`src/rtl/mbinit_sb_tx_arbiter_if.sv`:
```
`default_nettype none
// =====================================================================
// Module   : mbinit_sb_tx_arbiter_if
// Purpose  : Request/launch/completion bundle between the MBINIT engines,
//            the sideband TX arbiter and the sideband transmitter.
// Revision : 1.0
// =====================================================================
interface mbinit_sb_tx_arbiter_if #(
  parameter int MSG_W  = 4,
  parameter int INFO_W = 3
);
  logic              i_en;
  logic              i_req_valid_init;
  logic [MSG_W-1:0]  i_req_msg_init;
  logic [INFO_W-1:0] i_req_info_init;
  logic              i_req_valid_partner;
  logic [MSG_W-1:0]  i_req_msg_partner;
  logic [INFO_W-1:0] i_req_info_partner;
  logic              i_sb_busy;
  logic              o_sb_valid;
  logic [MSG_W-1:0]  o_sb_msg;
  logic [INFO_W-1:0] o_sb_info;
  logic              o_src_id;
  logic              o_grant_init;
  logic              o_grant_partner;
  logic              o_done_init;
  logic              o_done_partner;
  logic              o_timeout;

  // Arbiter side
  modport slave (
    input  i_en,
    input  i_req_valid_init,
    input  i_req_msg_init,
    input  i_req_info_init,
    input  i_req_valid_partner,
    input  i_req_msg_partner,
    input  i_req_info_partner,
    input  i_sb_busy,
    output o_sb_valid,
    output o_sb_msg,
    output o_sb_info,
    output o_src_id,
    output o_grant_init,
    output o_grant_partner,
    output o_done_init,
    output o_done_partner,
    output o_timeout
  );

  // Requester / sideband side
  modport master (
    output i_en,
    output i_req_valid_init,
    output i_req_msg_init,
    output i_req_info_init,
    output i_req_valid_partner,
    output i_req_msg_partner,
    output i_req_info_partner,
    output i_sb_busy,
    input  o_sb_valid,
    input  o_sb_msg,
    input  o_sb_info,
    input  o_src_id,
    input  o_grant_init,
    input  o_grant_partner,
    input  o_done_init,
    input  o_done_partner,
    input  o_timeout
  );
endinterface
`default_nettype wire

```
`src/rtl/mbinit_sb_tx_arbiter.sv`:
```
`default_nettype none
// =====================================================================
// Module   : mbinit_sb_tx_arbiter
// Purpose  : Round-robin sharing of the sideband TX request path between
//            the MBINIT initiator and partner engines.
// Revision : 1.0
// =====================================================================
module mbinit_sb_tx_arbiter #(
  parameter int MSG_W       = 4,
  parameter int INFO_W      = 3,
  parameter int ACK_TIMEOUT = 16
) (
  input  wire logic             CLK,
  input  wire logic             rst_n,
  mbinit_sb_tx_arbiter_if.slave sb
);

  localparam int               CNT_W    = $clog2(ACK_TIMEOUT);
  localparam logic [CNT_W-1:0] CNT_LAST = CNT_W'(ACK_TIMEOUT - 1);

  typedef enum logic [2:0] {
    IDLE      = 3'd0,
    LAUNCH    = 3'd1,
    WAIT_ACK  = 3'd2,
    WAIT_FREE = 3'd3,
    COOLDOWN  = 3'd4
  } state_t;

  state_t            state_q;
  state_t            state_nxt;
  logic [CNT_W-1:0]  ack_cnt_q;
  logic [CNT_W-1:0]  ack_cnt_nxt;
  logic              rr_ptr_q;
  logic              rr_ptr_nxt;
  logic              busy_q;

  logic              owner_nxt;
  logic [MSG_W-1:0]  msg_nxt;
  logic [INFO_W-1:0] info_nxt;
  logic              granted_nxt;
  logic              done_init_nxt;
  logic              done_partner_nxt;
  logic              timeout_nxt;
  logic              busy_fell;

  logic              sb_valid_q;
  logic [MSG_W-1:0]  sb_msg_q;
  logic [INFO_W-1:0] sb_info_q;
  logic              src_id_q;
  logic              grant_init_q;
  logic              grant_partner_q;
  logic              done_init_q;
  logic              done_partner_q;
  logic              timeout_q;

  assign busy_fell = busy_q & ~sb.i_sb_busy;

  // Owner, message and info live only in the output registers: they hold
  // while granted and are cleared otherwise, so they double as the latch.
  always_comb begin
    state_nxt        = state_q;
    ack_cnt_nxt      = '0;
    rr_ptr_nxt       = rr_ptr_q;
    owner_nxt        = src_id_q;
    msg_nxt          = sb_msg_q;
    info_nxt         = sb_info_q;
    done_init_nxt    = 1'b0;
    done_partner_nxt = 1'b0;
    timeout_nxt      = 1'b0;

    if (!sb.i_en) begin
      state_nxt  = IDLE;
      rr_ptr_nxt = 1'b0;
    end else begin
      case (state_q)
        IDLE: begin
          if (!sb.i_sb_busy && (sb.i_req_valid_init || sb.i_req_valid_partner)) begin
            state_nxt = LAUNCH;
            if (sb.i_req_valid_init && sb.i_req_valid_partner) begin
              owner_nxt  = rr_ptr_q;
              rr_ptr_nxt = ~rr_ptr_q;
            end else begin
              owner_nxt  = sb.i_req_valid_partner;
            end
            msg_nxt  = owner_nxt ? sb.i_req_msg_partner  : sb.i_req_msg_init;
            info_nxt = owner_nxt ? sb.i_req_info_partner : sb.i_req_info_init;
          end
        end
        LAUNCH: begin
          state_nxt = WAIT_ACK;
        end
        WAIT_ACK: begin
          if (sb.i_sb_busy) begin
            state_nxt = WAIT_FREE;
          end else if (ack_cnt_q == CNT_LAST) begin
            state_nxt   = COOLDOWN;
            timeout_nxt = 1'b1;
          end
        end
        WAIT_FREE: begin
          if (busy_fell) begin
            state_nxt        = COOLDOWN;
            done_init_nxt    = ~src_id_q;
            done_partner_nxt = src_id_q;
          end
        end
        COOLDOWN: begin
          state_nxt = IDLE;
        end
        default: begin
          state_nxt = IDLE;
        end
      endcase
    end

    // Counts cycles since launch: 1 on the first WAIT_ACK cycle.
    if (state_nxt == WAIT_ACK) begin
      ack_cnt_nxt = ack_cnt_q + CNT_W'(1);
    end
  end

  assign granted_nxt = (state_nxt == LAUNCH) || (state_nxt == WAIT_ACK) ||
                       (state_nxt == WAIT_FREE);

  always_ff @(posedge CLK or negedge rst_n) begin
    if (!rst_n) begin
      state_q   <= IDLE;
      ack_cnt_q <= '0;
      rr_ptr_q  <= 1'b0;
      busy_q    <= 1'b0;
    end else begin
      state_q   <= state_nxt;
      ack_cnt_q <= ack_cnt_nxt;
      rr_ptr_q  <= rr_ptr_nxt;
      busy_q    <= sb.i_sb_busy;
    end
  end

  always_ff @(posedge CLK or negedge rst_n) begin
    if (!rst_n) begin
      sb_valid_q      <= 1'b0;
      sb_msg_q        <= '0;
      sb_info_q       <= '0;
      src_id_q        <= 1'b0;
      grant_init_q    <= 1'b0;
      grant_partner_q <= 1'b0;
      done_init_q     <= 1'b0;
      done_partner_q  <= 1'b0;
      timeout_q       <= 1'b0;
    end else begin
      sb_valid_q      <= (state_nxt == LAUNCH);
      sb_msg_q        <= granted_nxt ? msg_nxt  : '0;
      sb_info_q       <= granted_nxt ? info_nxt : '0;
      src_id_q        <= granted_nxt & owner_nxt;
      grant_init_q    <= granted_nxt & ~owner_nxt;
      grant_partner_q <= granted_nxt & owner_nxt;
      done_init_q     <= done_init_nxt;
      done_partner_q  <= done_partner_nxt;
      timeout_q       <= timeout_nxt;
    end
  end

  assign sb.o_sb_valid      = sb_valid_q;
  assign sb.o_sb_msg        = sb_msg_q;
  assign sb.o_sb_info       = sb_info_q;
  assign sb.o_src_id        = src_id_q;
  assign sb.o_grant_init    = grant_init_q;
  assign sb.o_grant_partner = grant_partner_q;
  assign sb.o_done_init     = done_init_q;
  assign sb.o_done_partner  = done_partner_q;
  assign sb.o_timeout       = timeout_q;

  a_single_owner : assert property (@(posedge CLK) disable iff (!rst_n)
    !(grant_init_q && grant_partner_q));
  a_launch_pulse : assert property (@(posedge CLK) disable iff (!rst_n)
    sb_valid_q |=> !sb_valid_q);
  a_end_exclusive : assert property (@(posedge CLK) disable iff (!rst_n)
    !((done_init_q || done_partner_q) && timeout_q));

endmodule
`default_nettype wire
```
`src/flat_wrapper.sv`:
```
// flat-port wrapper written by rule: the top's interface ports become plain ports
module mbinit_sb_tx_arbiter_flat 
#(
  parameter int MSG_W       = 4,
  parameter int INFO_W      = 3,
  parameter int ACK_TIMEOUT = 16
)
  (CLK, rst_n, sb_i_en, sb_i_req_valid_init, sb_i_req_msg_init, sb_i_req_info_init, sb_i_req_valid_partner, sb_i_req_msg_partner, sb_i_req_info_partner, sb_i_sb_busy, sb_o_sb_valid, sb_o_sb_msg, sb_o_sb_info, sb_o_src_id, sb_o_grant_init, sb_o_grant_partner, sb_o_done_init, sb_o_done_partner, sb_o_timeout);
  mbinit_sb_tx_arbiter_if #(.MSG_W(MSG_W), .INFO_W(INFO_W)) sb_i ();
  input  wire logic CLK;
  input  wire logic rst_n;
  input wire logic [$bits(sb_i.i_en)-1:0] sb_i_en;
  input wire logic [$bits(sb_i.i_req_valid_init)-1:0] sb_i_req_valid_init;
  input wire logic [$bits(sb_i.i_req_msg_init)-1:0] sb_i_req_msg_init;
  input wire logic [$bits(sb_i.i_req_info_init)-1:0] sb_i_req_info_init;
  input wire logic [$bits(sb_i.i_req_valid_partner)-1:0] sb_i_req_valid_partner;
  input wire logic [$bits(sb_i.i_req_msg_partner)-1:0] sb_i_req_msg_partner;
  input wire logic [$bits(sb_i.i_req_info_partner)-1:0] sb_i_req_info_partner;
  input wire logic [$bits(sb_i.i_sb_busy)-1:0] sb_i_sb_busy;
  output wire logic [$bits(sb_i.o_sb_valid)-1:0] sb_o_sb_valid;
  output wire logic [$bits(sb_i.o_sb_msg)-1:0] sb_o_sb_msg;
  output wire logic [$bits(sb_i.o_sb_info)-1:0] sb_o_sb_info;
  output wire logic [$bits(sb_i.o_src_id)-1:0] sb_o_src_id;
  output wire logic [$bits(sb_i.o_grant_init)-1:0] sb_o_grant_init;
  output wire logic [$bits(sb_i.o_grant_partner)-1:0] sb_o_grant_partner;
  output wire logic [$bits(sb_i.o_done_init)-1:0] sb_o_done_init;
  output wire logic [$bits(sb_i.o_done_partner)-1:0] sb_o_done_partner;
  output wire logic [$bits(sb_i.o_timeout)-1:0] sb_o_timeout;
  assign sb_i.i_en = sb_i_en;
  assign sb_i.i_req_valid_init = sb_i_req_valid_init;
  assign sb_i.i_req_msg_init = sb_i_req_msg_init;
  assign sb_i.i_req_info_init = sb_i_req_info_init;
  assign sb_i.i_req_valid_partner = sb_i_req_valid_partner;
  assign sb_i.i_req_msg_partner = sb_i_req_msg_partner;
  assign sb_i.i_req_info_partner = sb_i_req_info_partner;
  assign sb_i.i_sb_busy = sb_i_sb_busy;
  assign sb_o_sb_valid = sb_i.o_sb_valid;
  assign sb_o_sb_msg = sb_i.o_sb_msg;
  assign sb_o_sb_info = sb_i.o_sb_info;
  assign sb_o_src_id = sb_i.o_src_id;
  assign sb_o_grant_init = sb_i.o_grant_init;
  assign sb_o_grant_partner = sb_i.o_grant_partner;
  assign sb_o_done_init = sb_i.o_done_init;
  assign sb_o_done_partner = sb_i.o_done_partner;
  assign sb_o_timeout = sb_i.o_timeout;
  mbinit_sb_tx_arbiter #(.MSG_W(MSG_W), .INFO_W(INFO_W), .ACK_TIMEOUT(ACK_TIMEOUT)) u_core (.CLK(CLK), .rst_n(rst_n), .sb(sb_i));
endmodule
```
`config.mk`:
```
export PLATFORM = sky130hd
export DESIGN_NAME = mbinit_sb_tx_arbiter_flat
export DESIGN_NICKNAME = d
export VERILOG_FILES = /design/src/rtl/mbinit_sb_tx_arbiter_if.sv /design/src/rtl/mbinit_sb_tx_arbiter.sv /design/src/flat_wrapper.sv
export SDC_FILE = /design/constraint.sdc
export NUM_CORES = 1
export LEC_CHECK = 0
export ABC_AREA = 1
export BUFFER_PORTS_ARGS = -buffer_cell sky130_fd_sc_hd__buf_2
export CAP_MARGIN = 15
export CORE_ASPECT_RATIO = 0.75
export CORE_UTILIZATION = 30
export CTS_BUF_LIST = sky130_fd_sc_hd__clkbuf_8
export CTS_CLUSTER_DIAMETER = 200
export DETAILED_ROUTE_END_ITERATION = 6
export HOLD_SLACK_MARGIN = 0.08
export PLACE_DENSITY_LB_ADDON = 0.1
export SLEW_MARGIN = 10
export SYNTH_ARGS = -nofsm -noshare
export SYNTH_HDL_FRONTEND = slang
export SYNTH_SLANG_ARGS = --single-unit
```
`constraint.sdc`:
```
create_clock -name CLK -period 1.1 [get_ports CLK]
set_input_delay 0.055 -clock CLK [delete_from_list [all_inputs] [get_ports CLK]]
set_output_delay 0.055 -clock CLK [all_outputs]
set_load 0.005 [all_outputs]
```
==> results of run 1 <==
[layout make-up]
type	count	area [sq um]	share of cell area
Sequential cell	22	551.8	0.3405
Multi-Input combinational cell	100	526.8	0.3251
Clock buffer	4	55.05	0.03398
Timing Repair Buffer	56	371.6	0.2293
Tap cell	40	50.05	0.03089
Inverter	16	65.06	0.04015
[worst register-to-register path: stages (launching register included)]
cell	delay, ns
dfrtp_1	0.41
buf_4	0.16
nor2_1	0.30
nand2_4	0.13
inv_6	0.11
nand2_1	0.06
nand2_1	0.05
[cells by family after synthesis]
group           synth area share
flops                     0.5116
buf+inv                  0.06976
fa+ha+maj                0.01163
simple gates              0.3605
compound gates           0.03023
xor+xnor                 0.01628
[repair_timing]
item | in CTS | in global routing
pin swaps | 7 | 4
setup buffers | 4 | 0
hold buffers | 5 | 2
resized for setup | 20 | 9
endpoints found under the setup margin | 19 | 20
endpoints found under the hold margin | 27 | 2
[cells in the final DEF, fill, tap and decap left out, drive strengths merged]
cell type	instances
nand4	1
nand3	15
ha	1
nor2	17
nand2	56
nor3	1
o21ai	2
dlygate4sd3	7
a21boi	1
a21oi	3
xnor2	1
inv	16
buf	49
dfrtp	22
clkbuf	4
nand3b	1
xor2	1
[stage by stage]
step	cell area, sq um	hold slack (ns)	total power, mW	util	worst slack, ns
after CTS	1574	-0.03361	1.888	0.4691	-0.1367
after detailed placement	1381	0.07186	1.227	0.4116	-0.1954
after global placement	1381	0.05393	1.221	0.4116	-0.1503
after floorplan	1079	-0.2406	1.052	-	-0.04508
after global routing	1620	0.1025	2.013	0.4828	-0.2702
final	1620	0.08755	1.894	0.4828	-0.1730
[path summary, 6_finish.rpt]
| check | start | slack [ns] | cells past startpoint | to |
|---|---|---|---|---|
| min reg2reg | u_core.sb.o_sb_msg[3] | 0.47 | 2 | u_core.sb.o_sb_msg[3] |
| max in group asynchronous | rst_n | 0.42 | 2 | u_core.state_q[1] |
| max | u_core.state_q[2] | -0.17 | 6 | u_core.sb.o_sb_info[1] |
| min in group asynchronous | rst_n | 0.29 | 2 | u_core.state_q[2] |
| min | sb_i_req_info_init[0] | 0.09 | 5 | u_core.sb.o_sb_info[0] |
| max reg2reg | u_core.state_q[2] | -0.17 | 6 | u_core.sb.o_sb_info[1] |
[metal layers]
layer,wire (microns),track usage,share of wire,vias to the layer above
met1,1237,0.1765,0.44,514
met2,1356,0.2937,0.49,32
met5,0,0,0,-
met3,174,0.05056,0.062,2
li1,-,-,-,546
met4,19,0.04667,0.0068,0
[registers in the layout, indices dropped and copies added (netlist names)]
register,cells
u_core.sb.o_done_partner,1
u_core.sb.o_done_init,1
u_core.sb.o_sb_msg,4
u_core.rr_ptr_q,1
u_core.sb.o_sb_info,3
u_core.sb.o_grant_init,1
u_core.sb.o_sb_valid,1
u_core.sb.o_src_id,1
u_core.state_q,3
u_core.ack_cnt_q,4
u_core.busy_q,1
u_core.sb.o_timeout,1
[power by group]
| part | internal (mW) | switching, mW | leakage, nW |
|---|---|---|---|
| Combinational | 0.194 | 0.231 | 0.602 |
| Sequential | 0.849 | 0.0288 | 0.298 |
| Clock | 0.320 | 0.272 | 0.0288 |
==> flow_summary.yaml, run 1 <==
floorplan:
  row_count: 18
  ios: 34
  core_area_sq_um: 3356
  die_x_microns: 71.16
  dieArea_sq_um: 3833
  initial_core_util: 0.3207
  die_h_microns: 53.87
run_status:
  violations: "DRC, setup timing"
  outcome: "complete, but fails checks"
clock_network:
  numCtsBuffers: 3
  clock_sinks: 22
  cts_root_buf: "clkbuf_8"
  cts_htree_levels: 1
  clk_latency_ns: 0.27
  clkTransAtPathRegs_ns: 0.08
  clock_path_buffers: 2
  cts_tree: "yes"
drt:
  ant_nets: 0
  drt_iter0_markers: 37
  drcViolationCount: 2
  via_per_inst: 4.597
  first_pass_iters: 6
  detail_route.wirelength_microns: 2787
  wl_per_cell_microns: 11.71
  vias: 1094
synthesis:
  yosysTopAreaCell: "dfrtp_1"
  yosysMostFrequentCell: "nand2_1"
  syn_inst: 140
  syn_area_sq_um: 1076
  yosys.cell_types.count: 19
  synth-main-ff-cell: "dfrtp_1"
  synth_top_area_frac: 0.5116
  synth_area_leaders: "dfrtp_1 51%, nand2_1 18%, nand3_1 6.5%"
  seq_area_frac_synth: 0.5116
  syn_nets: 161
  synth_edf_count: 0
  synthArstFlopShare: 1.000
  synth_common_cells: "53 x nand2_1, 22 x dfrtp_1, 16 x nor2_1"
  ys_ff_latch: 22
  postSynthAreaPerCell_sq_um: 7.686
  yosysWarningCount: 0
setup_path:
  end_kind: "flop"
  path_cells: "buf_4 -> nor2_1 -> nand2_4 -> inv_6 -> nand2_1 -> nand2_1"
  path_buf_inv: 2
  cp_slowest_cell: "dfrtp_1"
  crit_top_cell: "nand2_1"
  arrival_ns: 1.48
  critPathLaunchType: "flop"
  critPathKind: "flop to flop"
  required_ns: 1.31
  path_max_fanout: 7
  critPathTopFamily: "simple AND/OR/NAND/NOR gates"
  max_stage_delay_ns: 0.41
power:
  leakage_nw: 0.9285
  powerDensity_nw_per_um2: 1169
  peakVddDrop_mv: 0.4976
timing:
  drv_slew: 0
  fin_skew_ns: 0.006209
  finalWorstPathRequiredPeriod_ns: 1.273
  fin_tns_setup_ns: -2.279
  timing_hold_violations_final: 0
  clock.fmax_mhz: 785.6
  setup_ws_ns: -0.1730
  relSlewSlack: 0.6471
  rsz0062_at_grt: "yes"
  fin_crit_sh: 1.157
  final-setup-viol-count: 18
  worstMarginPinSlew_ns: 0.5294
layout:
  fillers: 321
  antenna_cells: 0
  finalNetCount: 220
  syn_to_final_growth_pct: 50.58
  layout-drive-gt1-share: 0.4091
  fin_cells: 238
placement:
  gp_congestion: 0.8533
  port_buffers: 33
  dp.cells: 223
  hpwlAfterDp_microns: 1907
global_routing:
  antenna_found_initial: 0
  grt_pass1_wl_microns: 4450
  grt_usage: 0.1577
  gr-total-overflow: 0
  grt_pass1_vias: 1014
  grt_max_degree: 23
worst_hold_path:
  min_path_type: "input port to flop"
job:
  cap_violations: 0
(Power assumes the default switching activity.)
==> run 2: changes to the inputs <==
Settings changed: CORE_UTILIZATION 30 to 47.
==> flow_summary.yaml, run 2 (synthesized netlist as in run 1, its figures left out) <==
timing:
  clock.fmax_mhz: 779.2
  timing_hold_violations_final: 0
  worstMarginPinSlew_ns: 0.4797
  fin_tns_setup_ns: -2.308
  final-setup-viol-count: 17
  setup_ws_ns: -0.1834
  fin_skew_ns: 0.006266
  rsz0062_at_grt: "yes"
  finalWorstPathRequiredPeriod_ns: 1.283
  relSlewSlack: 0.6802
  drv_slew: 0
  fin_crit_sh: 1.167
worst_hold_path:
  min_from: "sb_i_req_info_init[0]"
  whs_path_depth: 5
  min_path_type: "input port to flop"
drt:
  detail_route.wirelength_microns: 2790
  first_pass_iters: 6
  wl_per_cell_microns: 12.86
  drt_iter0_markers: 32
  vias: 1096
  via_per_inst: 5.051
  drcViolationCount: 2
  ant_nets: 0
placement:
  pre_cts_ws_ns: -0.2269
  hpwlAfterDp_microns: 1843
  dp.cells: 207
  gp_congestion: 0.8783
  port_buffers: 33
power:
  peakVddDrop_mv: 0.9662
  total_power_mw: 1.798
  leakage_nw: 0.9030
  powerDensity_nw_per_um2: 1155
clock_network:
  cts_root_buf: "clkbuf_8"
  cts_tree: "yes"
  clock_sinks: 22
  cts_htree_levels: 1
  clk_latency_ns: 0.26
  clkTransAtPathRegs_ns: 0.08
  clock_path_buffers: 2
  numCtsBuffers: 3
setup_path:
  startpoint: "u_core.ack_cnt_q[0]"
  critPathKind: "flop to flop"
  arrival_ns: 1.47
  critPathLaunchType: "flop"
  reg2regPathDepth: 8
  end_kind: "flop"
  required_ns: 1.29
  timing.rr.start: "u_core.ack_cnt_q[0]"
  path_max_fanout: 4
  reg2reg_setup_slack_ns: -0.18
global_routing:
  grt_pass1_vias: 1015
  grt_max_degree: 23
  grt_pass1_wl_microns: 4146
  antenna_found_initial: 0
  grt_usage: 0.2272
  gr-total-overflow: 0
layout:
  finalNetCount: 216
  final_cell_mix: "44 x nand2_1, 33 x buf_2, 21 x dfrtp_1"
  layout-drive-gt1-share: 0.4456
  antenna_cells: 0
  fin_cells: 217
  layout_commonest_cell: "nand2_1"
  syn_to_final_growth_pct: 44.65
floorplan:
  core_area_sq_um: 2085
  die_x_microns: 57.25
  die_h_microns: 43.44
  row_count: 14
  ios: 34
  initial_core_util: 0.5162
  dieArea_sq_um: 2487
job:
  cap_violations: 0
run_status:
  outcome: "complete, but fails checks"
  violations: "DRC, setup timing"
-- run 2: cell types whose count changed in the layout (fill, tap and decap cells not counted), sizes merged --
cell         change
buf              +1
clkbuf           -1
dlygate4sd3      -5
-- run 2: what timing repair did --
action | CTS | global route
setup endpoints to repair | 17 | 19
endpoints found under the hold margin | 23 | 1
setup buffers | 2 | 3
cloned | 0 | 0
hold buffers | 1 | 1
pin swaps | 4 | 6
resized for setup | 11 | 25
-- run 2: final timing paths --
check,to
min in group asynchronous,u_core.sb.o_timeout
max in group asynchronous,u_core.state_q[1]
min reg2reg,u_core.rr_ptr_q
max reg2reg,u_core.ack_cnt_q[1]
max,u_core.ack_cnt_q[1]
min,u_core.sb.o_sb_info[0]
-- run 2: layer usage --
metal,vias up,global-route usage,share of wire
met5,-,0,0
met4,0,0.1122,0.018
met3,6,0.05672,0.041
met2,31,0.4141,0.51
met1,523,0.2510,0.43
li1,536,-,-
-- run 2: stage by stage --
step	util	area (sq um)	hold WS [ns]
6_report	0.7467	1556	0.08519
2_1_floorplan	-	1079	-0.2406
5_1_grt	0.7467	1556	0.1080
3_3_place_gp	0.6531	1361	0.04208
3_5_place_dp	0.6531	1361	0.04420
4_1_cts	0.6969	1453	-0.03868
-- run 2: worst max-delay path, stage by stage, from the launching register on --
cell and delay [ns]:
dfrtp_1 0.40, ha_2 0.19, nand2_2 0.06, inv_2 0.03, nand2_2 0.07, nand2_2 0.06, nand3_4 0.08, nand3_2 0.15
nor2_2 0.16
-- run 2: layout make-up --
cell class | count | area, sq um
clock buffer | 3 | 41.29
fill | 167 | 528.0
inverter | 16 | 65.06
multi-input combinational | 100 | 539.3
sequential | 22 | 551.8
tap | 24 | 30.03
timing repair buffer | 52 | 329.1
-- run 2: power by group --
group          switching (mW)  leakage [nW]  internal (mW)
Sequential             0.0272         0.298          0.850
Clock                   0.243        0.0216          0.244
Combinational           0.243         0.583          0.191
